<file path="src/rtl/seq_detect_param.sv">
// Parametrised Moore serial sequence detector with KMP fall-back, a run-time
// overlap mode, a bit-valid qualifier and a saturating match counter.
module seq_detect_param #(
    parameter int                 PAT_LEN = 4,
    parameter logic [PAT_LEN-1:0] PATTERN = 4'b1010,
    parameter int                 CNT_W   = 8
) (
    input  logic             clk,
    input  logic             reset,
    input  logic             din,
    input  logic             din_valid,
    input  logic             ovlp,
    input  logic             cnt_clr,
    output logic             detect,
    output logic [CNT_W-1:0] match_cnt
);

    localparam int KW = $clog2(PAT_LEN + 1);
    localparam int NS = 2 ** KW;

    generate
        if (PAT_LEN < 2 || PAT_LEN > 16) begin : g_bad_len
            $error("seq_detect_param: PAT_LEN must be within 2..16");
        end
    endgenerate

    // Pattern bit i counted from the first bit received.
    function automatic logic pat_bit(input int i);
        logic [PAT_LEN-1:0] p;
        p = PATTERN >> (PAT_LEN - 1 - i);
        return p[0];
    endfunction

    // Longest prefix matched after appending bit b to a kp-bit matched prefix.
    function automatic int kmp_next(input int kp, input logic b);
        int   best;
        int   t;
        logic ok;
        logic sb;
        best = 0;
        for (int j = kp + 1; j >= 1; j--) begin
            if (best == 0) begin
                ok = 1'b1;
                for (int i = 0; i < j; i++) begin
                    t  = kp + 1 - j + i;
                    sb = (t == kp) ? b : pat_bit(t);
                    if (sb != pat_bit(i)) ok = 1'b0;
                end
                if (ok) best = j;
            end
        end
        return best;
    endfunction

    // Longest proper prefix of the pattern that is also a suffix.
    function automatic int fail_len(input int n);
        int   best;
        logic ok;
        best = 0;
        for (int j = n - 1; j >= 1; j--) begin
            if (best == 0) begin
                ok = 1'b1;
                for (int i = 0; i < j; i++) begin
                    if (pat_bit(n - j + i) != pat_bit(i)) ok = 1'b0;
                end
                if (ok) best = j;
            end
        end
        return best;
    endfunction

    localparam int            F_LEN   = fail_len(PAT_LEN);
    localparam logic [KW-1:0] K_FULL  = KW'(PAT_LEN);
    localparam logic [KW-1:0] K_FAIL  = KW'(F_LEN);
    localparam logic [CNT_W-1:0] CNT_MAX = '1;

    logic [KW-1:0] nxt0_tab [NS];
    logic [KW-1:0] nxt1_tab [NS];

    genvar gi;
    generate
        for (gi = 0; gi < NS; gi++) begin : g_tab
            if (gi < PAT_LEN) begin : g_live
                assign nxt0_tab[gi] = KW'(kmp_next(gi, 1'b0));
                assign nxt1_tab[gi] = KW'(kmp_next(gi, 1'b1));
            end else begin : g_dead
                assign nxt0_tab[gi] = '0;
                assign nxt1_tab[gi] = '0;
            end
        end
    endgenerate

    logic [KW-1:0]    k_q, k_d, k_prime;
    logic [CNT_W-1:0] cnt_q, cnt_d;
    logic             hit;

    always_ff @(posedge clk) begin
        if (reset) begin
            k_q   <= '0;
            cnt_q <= '0;
        end else begin
            k_q   <= k_d;
            cnt_q <= cnt_d;
        end
    end

    // A completed match restarts from the border (overlap) or from empty.
    always_comb begin
        k_prime = k_q;
        k_d     = k_q;
        if (k_q == K_FULL) begin
            k_prime = ovlp ? K_FAIL : '0;
        end
        if (k_q > K_FULL) begin
            k_d = '0;
        end else if (din_valid) begin
            k_d = din ? nxt1_tab[k_prime] : nxt0_tab[k_prime];
        end
    end

    always_comb begin
        hit   = din_valid && (k_d == K_FULL);
        cnt_d = cnt_q;
        if (cnt_clr) begin
            cnt_d = '0;
        end else if (hit && cnt_q != CNT_MAX) begin
            cnt_d = cnt_q + 1'b1;
        end
    end

    always_comb begin
        detect    = (k_q == K_FULL);
        match_cnt = cnt_q;
    end

endmodule

</file>
<file path="config.mk">
export PLATFORM = sky130hd
export DESIGN_NAME = seq_detect_param
export DESIGN_NICKNAME = d
export VERILOG_FILES = /design/src/rtl/seq_detect_param.sv
export SDC_FILE = /design/constraint.sdc
export NUM_CORES = 1
export LEC_CHECK = 0
export CORE_AREA = 5 5 42 44
export DETAILED_ROUTE_END_ITERATION = 16
export DIE_AREA = 0 0 47 49
export HOLD_SLACK_MARGIN = 0.03
export PLACE_DENSITY_LB_ADDON = 0.12
export SYNTH_ARGS = -nofsm -noshare
export SYNTH_HDL_FRONTEND = slang
export SYNTH_SLANG_ARGS = --single-unit
</file>
<file path="constraint.sdc">
create_clock -name clk -period 2.2 [get_ports clk]
set_input_delay 0.22 -clock clk [delete_from_list [all_inputs] [get_ports clk]]
set_output_delay 0.22 -clock clk [all_outputs]
set_load 0.03 [all_outputs]
</file>
Word-level counts from Yosys, hierarchy flattened
Memories as Yosys holds them, arrays and structs flattened.
Index checks and enable logic that the tools add are counted.
- bitwise operators: 1
- add/subtract/negate cells: 1
- equal/unequal tests: 3
- $lt $le $gt $ge: 2
- reduce and logical (&&, ||, !) cells: 3
- mux-type cells: 9
- operators by type and width (operator ; count):
    3-bit two-way mux ; 8
    8-bit by 1-bit adder with 8-bit output (second input constant) ; 1
    8-bit inequality test (second input constant) ; 1
    3-bit == test (second input constant) ; 2
    4-bit >= comparator (second input constant) ; 1
    3-bit inverter with 4-bit output ; 1
    3-bit greater-than comparator (second input constant) ; 1
    1-bit logical AND ; 2
    2-bit two-way mux ; 1
    2-bit OR reduction ; 1
- memory bits (read-only): 48
- output and inout port bits: 9
- flip-flop bits (word level): 11
- input port bits: 6
- word-level logic and storage cells: 23
- memories kept: 2
- memories (memory ; words ; bits a word ; read ports ; clocked after Yosys merged registers in ; write ports ; RTL line ; source):
    (no name shown) ; 8 ; 3 ; 1 ; 0 ; 0 ; 117 ; k_d = din ? nxt1_tab[k_prime] : nxt0_tab[k_prime];
    (no name shown) ; 8 ; 3 ; 1 ; 0 ; 0 ; 117 ;

Logic depth before layout (Yosys ltp)
Gate-level depths: netlist of the first run.
- depth after elaboration: 12
- depth in mapped cells: 5
- depth with buffers taken out: 5

Least setup slack after synthesis of the first run
OpenSTA, ideal clock, no wires.
- path kind: register to register
- start point: register cnt_q[0] (netlist: match_cnt[0])
- end point: register cnt_q[5] (netlist: match_cnt[5])
- setup slack: 0.564 ns
- period minus slack after synthesis: 1.636 ns
- setup time: 0.070 ns
- path buffers: 0
- cell stages (with the launch flop): 6
- data arrival time: 1.566 ns
- data required time: 2.130 ns
- path through: dfxtp_1 ha_1 nand3_1 o211ai_4 or4_1 a21oi_1
- longest elaborated chain between the ends: 2
- elaborated cells on any way between the ends: 3
- classes of those cells: add/sub: 1; eq/ne: 1; reduce/logical: 1
- RTL lines (item ; RTL line ; source):
    start: declaration ; 94 ; logic [CNT_W-1:0] cnt_q, cnt_d;
    start signal: assignment ; 103 ; cnt_q <= cnt_d;
    parallel branches: the longest is 2 deep, another holds 8-bit by 1-bit adder with 8-bit output ; n/a ;
Several ways; the timed one is not identified.
A chain may end at the register's enable or synchronous reset.

Worst setup path in the final report of the first run
- start point: register k_q[2]
- end point: output detect
- longest elaborated chain between the ends: 1
- RTL lines (item ; RTL line ; source):
    start: declaration ; 93 ; logic [KW-1:0] k_q, k_d, k_prime;
    start signal: assignment ; 102 ; k_q <= k_d;
    3-bit == test ; 132 ; detect = (k_q == K_FULL);
    end: declaration ; 14 ; output logic detect,
Every way passes these cells.

==> results_tabular.tex, run 1 <==
\begin{tabular}{lr}
\hline
Metric & Value \\
\hline
\multicolumn{2}{l}{\textbf{STA}} \\
\quad Maximum clock frequency & roughly 0.51 GHz \\
\quad Worst relative slew slack & 0.750 \\
\quad Worst slack on hold paths & 512 ps \\
\quad Actual slew at the worst max-slew pin & 374 ps \\
\quad RSZ-0062 raised after global routing & no \\
\quad Final critical-path share of the clock period & 0.893 \\
\quad Number of slew-limit violations in the final report & 0 \\
\quad Setup slack after layout & 236 ps \\
\quad Number of endpoints failing setup at the final stage & 0 \\
\quad Final Hold Viols & 0 \\
\quad Shortest period the worst path allows & 1960 ps \\
\quad Final Skew & 4.51 ps \\
\quad Setup Total Neg Slack & 0 ps \\
\multicolumn{2}{l}{\textbf{Pwr}} \\
\quad Leakage dissipation & approximately 0.23 nW \\
\quad Power per unit of standard cell area & a little under 500 mW/mm2 \\
\quad Worst IR Drop VDD & a little over 0.0004 V \\
\multicolumn{2}{l}{\textbf{Worst setup path}} \\
\quad Required @ worst endpoint & between 1500 and 2000 ps \\
\quad Path type of the worst setup path & register to output pin \\
\quad Kind of launch point of the worst setup path & register \\
\quad Arrival @ worst endpoint & 1740 ps \\
\quad Maximum fanout encountered on the critical timing path & 5 \\
\quad CP Capture Type & output pin \\
\multicolumn{2}{l}{\textbf{Place}} \\
\quad Number of port buffers & 14 \\
\quad DP Worst Slack & 343 ps \\
\quad Global placement routability congestion & around 0.86 \\
\quad Cell Count Post-Placement & 94 \\
\quad Half-perimeter wire length of the detailed placement result & 908 um \\
\multicolumn{2}{l}{\textbf{Layout}} \\
\quad Fill cell total of the finished layout & 147 \\
\quad Total inserted antenna cells & 0 \\
\quad Final-stage net count & 90 \\
\quad Final Util & 0.536 \\
\quad Post-route non-filler standard cell count & 98 \\
\quad Syn-to-layout area delta & 32.2\% \\
\quad Share of cells above drive strength 1 & 0.0732 \\
\multicolumn{2}{l}{\textbf{Logic synthesis}} \\
\quad Syn nets & 72 \\
\quad Syn\_area\_per\_cell & 8.74 um2 \\
\quad Most repeated cell in the gate-level netlist after synthesis & dfxtp\_1 \\
\quad Dominant synthesized flop cell & dfxtp\_1 \\
\quad Dominant cells by area after synthesis & dfxtp\_1 (39\%), a21oi\_1 (7.9\%), nand3\_1 (5.3\%), o31ai\_1 (4.0\%), or4\_1 (4.0\%) \\
\quad Area share of the largest cell type after synthesis & 0.388 \\
\quad Number of cells produced by synthesis & 65 \\
\quad Portion of the post-synthesis area used by sequential elements & 0.388 \\
\quad Count of cell types in the netlist & 28 \\
\quad Number of synthesis warnings & 0 \\
\quad Commonest cells in the netlist & dfxtp\_1 (11), a21oi\_1 (9), nand3\_1 (6) \\
\quad Post-Syn Area & 568 um2 \\
\quad Number of flip-flops and latches in the synthesized netlist & 11 \\
\quad Post-synth EDFFs & 0 \\
\quad Library cell occupying the most area in the post-synthesis netlist & dfxtp\_1 \\
\quad Share of async-settable or async-resettable flops after synthesis & 0 \\
\multicolumn{2}{l}{\textbf{Drt}} \\
\quad DRC & 0 \\
\quad Final routed wire length divided by cell count & 12.7 um \\
\quad Routed vias & between 500 and 600 \\
\quad Number of design-rule violations left by the first detailed-router iteration & 10 \\
\quad Remaining antenna violation count & 0 \\
\quad Number of vias per cell & 5.30 \\
\quad TritonRoute pass-1 iters & 4 \\
\quad Routed wire length & 1.25 mm \\
\multicolumn{2}{l}{\textbf{CTS}} \\
\quad Worst-Skew Late Latency & 270 ps \\
\quad Post-CTS Hold Buffers & 0 \\
\quad Post-CTS repair timing setup buffer count & 0 \\
\quad Number of sinks driven by the clock tree & 11 \\
\quad Post-CTS clock slew at the launch and capture registers of the worst setup and hold paths & 70 ps \\
\quad Number of buffers created by CTS & 3 \\
\quad Clock tree from TritonCTS & done \\
\quad CTS H-tree lvls & 1 \\
\quad Largest buffer count on any clock path & 2 \\
\quad Root buffer cell & clkbuf\_4 \\
\quad Resized cells post-CTS & 0 \\
\multicolumn{2}{l}{\textbf{GRT}} \\
\quad Total congestion overflow & 0 \\
\quad Global-route usage over all layers & 0.117 \\
\quad Antenna violations before repair & 0 \\
\quad Global-route wire length before repair & 2.00 mm \\
\quad Layer with the highest usage after global routing & met1 \\
\quad Number of global-route vias before repair & 456 \\
\quad Largest net degree at the start of global routing & 11 \\
\quad Fraction of met3 tracks used by global routing & 0.0443 \\
\quad Met1 usage & 0.162 \\
\quad Met2 track demand over resource & 0.161 \\
\multicolumn{2}{l}{\textbf{Floorplanning}} \\
\quad Die boundary width & 47 um \\
\quad Die extent in y & 49 um \\
\quad IO Count & 15 \\
\quad Count of standard-cell rows & 14 \\
\quad Core region area & 0.00140 mm2 \\
\quad Effective utilization at floorplan & 0.405 \\
\quad Full die area & 0.00230 mm2 \\
\multicolumn{2}{l}{\textbf{Status}} \\
\quad Run status & completed \\
\multicolumn{2}{l}{\textbf{Min path}} \\
\quad Hold Path Class & register to register \\
\multicolumn{2}{l}{\textbf{Run}} \\
\quad Number of violations of the max-capacitance limit & 0 \\
\hline
\end{tabular}
## flip-flops by register name, indices dropped and copies added, names as in the netlist
signal	count
match_cnt	8
k_q	3
## area by class of cell
class                   instances  area, um2  share of cell area
inverters                       1       3.75             0.00500
clock buffers                   4       26.3              0.0350
multi-input cells              52        340               0.453
repair buffers                 14        140               0.187
well taps                      16       20.0              0.0267
flip-flops and latches         11        220               0.293
## critical path, cell delays in order (launching register included)
cell and delay, ps:
dfxtp_1 370, nor3b_1 360, clkdlybuf4s50_1 740
## logic make-up (layout without fill, tap and decap cells)
kind of cell / count (synthesis) / after routing / share of synthesized area
XOR/XNOR: 1 / 1 / 0.0154
adder cells (fa/ha/maj): 1 / 1 / 0.0220
AO/OA/AOI/OAI: 21 / 21 / 0.251
multiplexers: 1 / 1 / 0.0176
buffers and inverters: 2 / 19 / 0.0132
flip-flops: 11 / 11 / 0.388
AND/OR/NAND/NOR: 28 / 28 / 0.293
## routing by layer
layer,share of wire,vias to the layer above
met4,0.0096,0
met5,0,-
li1,-,276
met3,0.047,2
met2,0.42,9
met1,0.52,232
## per-stage QoR
step	total power, mW	cell area (um2)
after global routing	0.381	751
after global placement	0.228	724
final	0.363	751
after CTS	0.368	751
after floorplan	0.216	568
after detailed placement	0.229	724
## power by group
group	switching, mW	leakage, nW	internal [mW]	total, mW
combinational	0.00954	0.127	0.0125	0.0220
clock	0.0691	0.0150	0.0701	0.139
sequential	0.00166	0.0888	0.200	0.202
total	0.0803	0.231	0.283	0.363
## final timing paths
path	slack, ps	depth (start not counted)	to	start
setup reg to reg	620	5	match_cnt[5]	match_cnt[0]
hold reg to reg	510	2	match_cnt[7]	match_cnt[7]
setup / recovery	240	2	detect	k_q[2]
hold / removal	510	2	match_cnt[7]	match_cnt[7]
## layout by cell type, fill, tap and decap left out, drive strengths merged, types with 2 or more instances in the layout
cell type      netlist  final
or3                  3      3
clkbuf               0      4
nand2b               2      2
nand2                3      3
or4                  3      3
dfxtp               11     11
nand3                6      6
and3b                2      2
clkdlybuf4s50        0     14
a21oi                9      9
o21ai                4      4
nor3b                2      2
o31ai                3      3
nor2                 3      3
Power figures use the tool's default switching activity.
==> run 2, diff against run 1 <==
--- a/config.mk
+++ b/config.mk
@@ -5,6 +5,7 @@
 export SDC_FILE = /design/constraint.sdc
 export NUM_CORES = 1
 export LEC_CHECK = 0
+export ABC_CLOCK_PERIOD_IN_PS = 2200
 export CORE_AREA = 5 5 42 44
 export DETAILED_ROUTE_END_ITERATION = 16
 export DIE_AREA = 0 0 47 49
==> results of run 2 <==
Same layout as run 1: the final DEF is identical, and so are final timing and power.
==> run 3, diff against run 2 <==
--- a/config.mk
+++ b/config.mk
@@ -11,6 +11,7 @@
 export DIE_AREA = 0 0 47 49
 export HOLD_SLACK_MARGIN = 0.03
 export PLACE_DENSITY_LB_ADDON = 0.12
+export SLEW_MARGIN = 40
 export SYNTH_ARGS = -nofsm -noshare
 export SYNTH_HDL_FRONTEND = slang
 export SYNTH_SLANG_ARGS = --single-unit
==> results of run 3 <==
Same layout as run 1: the final DEF is identical, and so are final timing and power.
